$ cat src/rtl/keypad_scan_sequencer.sv
// rtl/keypad_scan_sequencer.sv - 16-key matrix scanner driving a 4-to-16 decoder, with press/release debounce
module keypad_scan_sequencer #(
  parameter int unsigned SETTLE   = 4,
  parameter int unsigned DEBOUNCE = 8
) (
  input  logic       clk,
  input  logic       rst_n,
  input  logic       scan_en,
  input  logic       sense_n,
  output logic [3:0] sel,
  output logic       sel_en_n,
  output logic [3:0] key_code,
  output logic       key_valid,
  input  logic       key_ready
);

  typedef enum logic [1:0] {SCAN, CONFIRM, REPORT, RELEASE} state_t;

  localparam logic [7:0] DWELL_LAST = 8'(SETTLE - 1);
  localparam logic [7:0] DEB_LAST   = 8'(DEBOUNCE - 1);

  state_t     state, state_d;
  logic [7:0] dwell, dwell_d;
  logic [7:0] count, count_d;
  logic [3:0] sel_d, key_code_d;
  logic       key_valid_d, sel_en_n_d;
  logic       sync1, s_sync;

  always_ff @(posedge clk) begin
    if (!rst_n) begin
      state     <= SCAN;
      sel       <= 4'd0;
      sel_en_n  <= 1'b1;
      key_code  <= 4'd0;
      key_valid <= 1'b0;
      dwell     <= 8'd0;
      count     <= 8'd0;
      sync1     <= 1'b1;
      s_sync    <= 1'b1;
    end else begin
      state     <= state_d;
      sel       <= sel_d;
      sel_en_n  <= sel_en_n_d;
      key_code  <= key_code_d;
      key_valid <= key_valid_d;
      dwell     <= dwell_d;
      count     <= count_d;
      sync1     <= sense_n;
      s_sync    <= sync1;
    end
  end

  always_comb begin
    state_d     = state;
    sel_d       = sel;
    dwell_d     = dwell;
    count_d     = count;
    key_code_d  = key_code;
    key_valid_d = key_valid;
    case (state)
      SCAN: begin
        // Pausing parks dwell at 0 so the resumed position gets a full settle time
        if (!scan_en) begin
          dwell_d = 8'd0;
        end else if (dwell == DWELL_LAST) begin
          dwell_d = 8'd0;
          if (s_sync) begin
            sel_d = sel + 4'd1;
          end else if (DEBOUNCE == 1) begin
            state_d     = REPORT;
            key_code_d  = sel;
            key_valid_d = 1'b1;
          end else begin
            state_d = CONFIRM;
            count_d = 8'd1;
          end
        end else begin
          dwell_d = dwell + 8'd1;
        end
      end
      CONFIRM: begin
        if (s_sync) begin
          state_d = SCAN;
          sel_d   = sel + 4'd1;
          dwell_d = 8'd0;
        end else begin
          count_d = count + 8'd1;
          if (count == DEB_LAST) begin
            state_d     = REPORT;
            key_code_d  = sel;
            key_valid_d = 1'b1;
          end
        end
      end
      REPORT: begin
        if (key_valid && key_ready) begin
          key_valid_d = 1'b0;
          state_d     = RELEASE;
          count_d     = 8'd0;
        end
      end
      RELEASE: begin
        // Any low sample restarts the release run so a bouncing key is not re-armed early
        if (s_sync) begin
          count_d = count + 8'd1;
          if (count == DEB_LAST) begin
            state_d = SCAN;
            sel_d   = sel + 4'd1;
            dwell_d = 8'd0;
          end
        end else begin
          count_d = 8'd0;
        end
      end
      default: state_d = SCAN;
    endcase
    sel_en_n_d = (state_d == SCAN) && !scan_en;
  end

endmodule

$ cat config.mk
export PLATFORM = sky130hd
export DESIGN_NAME = keypad_scan_sequencer
export DESIGN_NICKNAME = d
export VERILOG_FILES = /design/src/rtl/keypad_scan_sequencer.sv
export SDC_FILE = /design/constraint.sdc
export NUM_CORES = 1
export LEC_CHECK = 0
export ABC_CLOCK_PERIOD_IN_PS = 1900
export BUFFER_PORTS_ARGS = -buffer_cell sky130_fd_sc_hd__buf_2
export CAP_MARGIN = 20
export CORE_ASPECT_RATIO = 0.9
export CORE_MARGIN = 2
export CORE_UTILIZATION = 40
export DETAILED_ROUTE_END_ITERATION = 10
export PLACE_DENSITY = 0.64
export SYNTH_ARGS = -nofsm -noshare
export SYNTH_HDL_FRONTEND = slang
export SYNTH_SLANG_ARGS = --single-unit
$ cat constraint.sdc
create_clock -name clk -period 1.9 [get_ports clk]
set_clock_uncertainty 0.05 [all_clocks]
set_input_delay 0.38 -clock clk [delete_from_list [all_inputs] [get_ports clk]]
set_output_delay 0.38 -clock clk [all_outputs]
set_load 0.02 [all_outputs]
# Yosys cells after proc, flatten, opt, wreduce, memory -nomap -nowiden
# Index checks and enable logic that the tools add are counted.
# totals
n_memories,0
regBits,30
ram_bits,0
romBits,0
latch_bits,0
# classes
shift,0
muxes,32
add_sub_neg,3
multipliers,0
bitwise_logic,1
order_cmp,0
n_eq_ne,14
div,0
reduce_logical,12
# ops
operator,n
$mux 8,11
$pmux 8 s4,1
$pmux 8 s3,1
$mux 4,5
$ne 2x2->1 const B,9
$add 8x1->8 const B,2
$mux 2,8
$pmux 4 s3,1
$reduce_and 5->1,2
$eq 8x2->1 const B,1
$eq 8x3->1 const B,1
$pmux 2 s4,1
$reduce_and 4->1,2
$add 4x1->4 const B,1
$eq 2x2->1 const B,2
$logic_not 2->1,2
$mux 1,3
$reduce_and 3->1,1
$reduce_bool 3->1,1
$eq 2x1->1 const B,1
$logic_and 1x1->1,2
$pmux 1 s2,1
$reduce_bool 2->1,1
$logic_not 1->1,1
$not 1->1,1

# Longest topological paths before layout
# logic_depth
depth_word,6
mapped_depth,6

# Worst setup path after synthesis
# Ideal clock, no wire load.
# synth_path
path_kind,reg-to-reg
start,register dwell[0]
end,register dwell[7]
required_time_ns,1.759
n_path_buf,0
arrival_time_ns,1.564
path_stages_with_launch,6
slack_ns,0.195
cell_sequence,dfxtp_1 > ha_1 > nor4b_4 > a2111oi_2 > a41oi_1 > a311oi_1
# synth_between
elab_chain_cells,4
word_cells_on_any_way,5
cone_classes,1 x add/sub; 1 x eq/ne; 3 x mux
# synth_lines
item,line_no,text
start: declaration,23,"logic [7:0] dwell, dwell_d;"
start signal: assignment,46,dwell <= dwell_d;
$add 8x1->8 / $eq 8x2->1 (equally long branches),"78, 65",
$mux 8 *,65,end else if (dwell == DWELL_LAST) begin
$mux 8 *,63,if (!scan_en) begin
$pmux 8 s3 *,60,case (state)
# Mark *: on every way between the ends. The rest lies on a longest branch, timed or not.
# A chain may end at the register's enable or synchronous reset.

# Worst setup path in the final report
# layout_path
start,register state[1]
end,register count[7]
# layout_between
elab_chain_cells,3
word_cells_on_any_way,11
cone_classes,8 x eq/ne; 1 x mux; 2 x reduce/logical
# layout_lines
item,line_no,text
start: declaration,22,"state_t state, state_d;"
start signal: assignment,41,state <= state_d;
$eq 2x2->1 (tied with other cells),60,
$ne 2x2->1 (no source line),n/a,
$reduce_and 5->1 (no source line),n/a,
end signal: assignment,47,count <= count_d;
end: declaration,24,"logic [7:0] count, count_d;"
# Parallel ways exist; a longest one is shown, timed or not.

==> flow_summary.html <==
<table>
<tr><th>Metric</th><th>Value</th></tr>
<tr><th colspan="2">Status</th></tr>
<tr><td>Run status</td><td>completed</td></tr>
<tr><th colspan="2">Setup path</th></tr>
<tr><td>Endpoint arrival time on the critical path</td><td>1.96 ns</td></tr>
<tr><td>Sequence of cells on the critical path</td><td>nand2b_1, nand3_1, o41ai_1, o311a_1</td></tr>
<tr><td>Critical Path Sink Type</td><td>flip-flop</td></tr>
<tr><td>Cell at the slowest stage of the critical path</td><td>sky130_fd_sc_hd__dfxtp_1</td></tr>
<tr><td>Crit path largest cell delay</td><td>0.62 ns</td></tr>
<tr><td>Launching element type of the critical path</td><td>flip-flop</td></tr>
<tr><td>Crit path max fanout</td><td>13</td></tr>
<tr><td>Worst Path Required</td><td>2.08 ns</td></tr>
<tr><td>Crit path kind</td><td>reg -&gt; reg</td></tr>
<tr><th colspan="2">Global routing</th></tr>
<tr><td>Final global-route overflow total</td><td>0</td></tr>
<tr><td>Maximum number of pins on one net before global-route repair</td><td>27</td></tr>
<tr><td>Initial antenna violation count</td><td>0</td></tr>
<tr><td>Vias in the first global route</td><td>1397</td></tr>
<tr><td>First-pass GRT wire length</td><td>6350 um</td></tr>
<tr><td>Overall track demand over capacity in global routing</td><td>17.5%</td></tr>
<tr><th colspan="2">Yosys</th></tr>
<tr><td>Library cell with the highest instance count after synthesis</td><td>sky130_fd_sc_hd__dfxtp_1</td></tr>
<tr><td>Async S/R FF share, synth</td><td>0%</td></tr>
<tr><td>Number of distinct library cells after synthesis</td><td>50</td></tr>
<tr><td>Post-synthesis sequential area ratio</td><td>37.4%</td></tr>
<tr><td>Post-synthesis instance total</td><td>175</td></tr>
<tr><td>Area share of the largest cell type after synthesis</td><td>37.4%</td></tr>
<tr><td>Cell types occupying the most area after synthesis</td><td>sky130_fd_sc_hd__dfxtp_1 (37%), sky130_fd_sc_hd__mux2i_1 (5.6%), sky130_fd_sc_hd__o221a_2 (5.6%)</td></tr>
<tr><td>Number of enable-type register cells in the synthesized netlist</td><td>0</td></tr>
<tr><td>Synthesis-stage register bit count</td><td>30</td></tr>
<tr><td>Synthesized net count</td><td>183</td></tr>
<tr><td>Largest area contributor in the synthesized netlist</td><td>sky130_fd_sc_hd__dfxtp_1</td></tr>
<tr><td>Most used standard cells in the synthesized netlist</td><td>sky130_fd_sc_hd__dfxtp_1 (30), sky130_fd_sc_hd__nand2_1 (17), sky130_fd_sc_hd__nor2_1 (13), sky130_fd_sc_hd__o21ai_0 (11), sky130_fd_sc_hd__nand2b_1 (10)</td></tr>
<tr><td>Number of synthesis warnings</td><td>0</td></tr>
<tr><td>Ys flop type</td><td>sky130_fd_sc_hd__dfxtp_1</td></tr>
<tr><td>Syn Area/Cell</td><td>9.19 um^2</td></tr>
<tr><td>Combined area of all synthesized cells</td><td>1610 um^2</td></tr>
<tr><th colspan="2">Timing</th></tr>
<tr><td>Max-slew violation count</td><td>0</td></tr>
<tr><td>Highest achievable clock rate</td><td>0.561 GHz</td></tr>
<tr><td>Post-route clock period utilization</td><td>93.9%</td></tr>
<tr><td>Relative slew slack</td><td>68.0%</td></tr>
<tr><td>Clock period minus worst slack</td><td>1.78 ns</td></tr>
<tr><td>Worst hold-check slack</td><td>0.225 ns</td></tr>
<tr><td>Total negative setup slack</td><td>0 ns</td></tr>
<tr><td>Worst Tran Pin Value</td><td>0.480 ns</td></tr>
<tr><td>Setup repair after global routing missed its margin</td><td>false</td></tr>
<tr><td>Final setup violating endpoints</td><td>0</td></tr>
<tr><td>Final hold violation count</td><td>0</td></tr>
<tr><th colspan="2">Floorplan</th></tr>
<tr><td>Area of the die</td><td>4540 um^2</td></tr>
<tr><td>Width of the die</td><td>70.8 um</td></tr>
<tr><td>Boundary Pins</td><td>15</td></tr>
<tr><td>Core area</td><td>3780 um^2</td></tr>
<tr><td>Core Rows</td><td>21</td></tr>
<tr><td>Die outline height</td><td>64.1 um</td></tr>
<tr><td>Initial core utilization</td><td>42.5%</td></tr>
<tr><th colspan="2">Placement</th></tr>
<tr><td>Input/output buffers</td><td>14</td></tr>
<tr><td>RePlAce Congestion</td><td>0.846</td></tr>
<tr><td>Post-detail-place hpwl</td><td>2580 um</td></tr>
<tr><th colspan="2">Power and ir drop</th></tr>
<tr><td>Leakage</td><td>0.717 nW</td></tr>
<tr><td>Worst vdd rail ir drop</td><td>0.423 mV</td></tr>
<tr><td>Power density over the cells</td><td>653 nW/um^2</td></tr>
<tr><th colspan="2">Cells and area</th></tr>
<tr><td>Number of antenna cells inserted</td><td>0</td></tr>
<tr><td>Count of fill cells added during filler insertion</td><td>372</td></tr>
<tr><td>Area of all sequential standard cells</td><td>601 um^2</td></tr>
<tr><td>Total number of nets in the final design</td><td>207</td></tr>
<tr><td>Layout overhead on the synthesized area</td><td>16.3%</td></tr>
<tr><td>Share of layout cells above drive strength 1</td><td>28.0%</td></tr>
<tr><td>Area of the multi-input gates</td><td>963 um^2</td></tr>
<tr><th colspan="2">Clock tree</th></tr>
<tr><td>Gates resized, CTS repair</td><td>0</td></tr>
<tr><td>Post-CTS clock slew at the launch and capture registers of the worst setup and hold paths</td><td>0.06 ns</td></tr>
<tr><td>Root buffer cell</td><td>sky130_fd_sc_hd__clkbuf_8</td></tr>
<tr><td>Level count of the clock H-tree</td><td>2</td></tr>
<tr><td>TritonCTS clock tree</td><td>built</td></tr>
<tr><td>Worst skew pair latency</td><td>0.28 ns</td></tr>
<tr><td>Clock tree sinks</td><td>30</td></tr>
<tr><td>Setup bufs post-CTS</td><td>0</td></tr>
<tr><td>Maximum buffer depth of the clock tree</td><td>2</td></tr>
<tr><td>Count of hold buffers inserted by post-cts repair</td><td>0</td></tr>
<tr><td>Num CTS Buffers</td><td>5</td></tr>
<tr><th colspan="2">Hold path</th></tr>
<tr><td>Hold Path Class</td><td>in -&gt; reg</td></tr>
<tr><th colspan="2">Job</th></tr>
<tr><td>Max Cap Violations</td><td>0</td></tr>
<tr><th colspan="2">Detailed routing</th></tr>
<tr><td>Average detailed-routed wire length per instance</td><td>14.6 um</td></tr>
<tr><td>Total length of routed wires</td><td>3600 um</td></tr>
<tr><td>Via/cell ratio</td><td>5.78</td></tr>
<tr><td>Vias</td><td>1422</td></tr>
<tr><td>Initial detailed-routing violation count</td><td>87</td></tr>
<tr><td>DR pass1 iterations</td><td>5</td></tr>
<tr><td>Antenna Violating Nets Remaining</td><td>0</td></tr>
<tr><td>DRC Markers</td><td>0</td></tr>
</table>
==> layout by cell type, fill, tap and decap left out, types with 3 or more instances in the layout <==
| master | count |
|---|---|
| sky130_fd_sc_hd__dfxtp_1 | 30 |
| sky130_fd_sc_hd__nand2_1 | 17 |
| sky130_fd_sc_hd__buf_2 | 14 |
| sky130_fd_sc_hd__nor2_1 | 13 |
| sky130_fd_sc_hd__o21ai_0 | 11 |
| sky130_fd_sc_hd__nand2b_1 | 10 |
| sky130_fd_sc_hd__mux2i_1 | 9 |
| sky130_fd_sc_hd__buf_4 | 9 |
| sky130_fd_sc_hd__o221a_2 | 8 |
| sky130_fd_sc_hd__nand3_1 | 7 |
| sky130_fd_sc_hd__a21oi_1 | 7 |
| sky130_fd_sc_hd__clkbuf_8 | 6 |
| sky130_fd_sc_hd__nor3_1 | 4 |
| sky130_fd_sc_hd__nor2b_1 | 4 |
| sky130_fd_sc_hd__inv_1 | 4 |
| sky130_fd_sc_hd__and3_1 | 4 |
| sky130_fd_sc_hd__and2_1 | 3 |
==> registers in the layout (all words and copies together), names as in the netlist <==
signal / count
s_sync: 1
dwell: 8
count: 8
sync1: 1
sel_en_n: 1
key_code: 4
sel: 4
state: 2
key_valid: 1
==> layer usage <==
metal | global-route usage, % | share of wire [%]
met3 | 3.79 | 4.9
met5 | 0 | 0
met1 | 22.9 | 48
met2 | 27.8 | 45
met4 | 7.08 | 1.6
==> layout make-up <==
| cell class | count | area share [%] |
|---|---|---|
| clock buffer | 7 | 4.62 |
| clock inverter | 1 | 0.268 |
| inverter | 5 | 1.00 |
| multi-input combinational | 134 | 51.5 |
| sequential | 30 | 32.1 |
| tap | 46 | 3.08 |
| timing repair buffer | 23 | 7.36 |
==> final timing paths <==
| check | start | endpoint | cells past startpoint | slack, ns |
|---|---|---|---|---|
| max | state[1] | count[7] | 4 | 0.12 |
| min reg2reg | sync1 | s_sync | 1 | 0.37 |
| min | sense_n | sync1 | 2 | 0.22 |
| max reg2reg | state[1] | count[7] | 4 | 0.12 |
==> stage by stage <==
step / utilization [%] / total power [W] / setup WS, ns / cells / cell area, um^2
floorplan: - / 0.000688 / 0.195 / 175 / 1610
global placement: 46.4 / 0.000701 / 0.135 / 238 / 1760
detailed placement: 46.4 / 0.000703 / 0.0516 / 238 / 1760
CTS: 48.8 / 0.00123 / 0.0564 / 246 / 1850
global route: 49.4 / 0.00127 / 0.0104 / 246 / 1870
finish: 49.4 / 0.00122 / 0.116 / 246 / 1870
==> where the power goes <==
part	leakage [nW]	total, W	internal, W	switching, W
Sequential	0.243	0.000639	0.000634	0.00000415
Clock	0.0482	0.000530	0.000292	0.000238
Combinational	0.427	0.0000516	0.0000200	0.0000316
==> logic make-up (layout without fill, tap and decap cells) <==
group / Yosys count / after routing / synth area share [%]
simple gates: 75 / 75 / 26.5
compound gates: 47 / 47 / 24.1
flops: 30 / 30 / 37.4
buf+inv: 11 / 36 / 4.05
mux: 9 / 9 / 5.60
fa+ha+maj: 3 / 3 / 2.33
==> critical path, delay by kind of cell (launching register included) <==
| family | cells | cell delay (ns) |
|---|---|---|
| simple gates | 2 | 0.43 |
| flops | 1 | 0.62 |
| compound gates | 2 | 0.64 |
(Power assumes the default switching activity.)
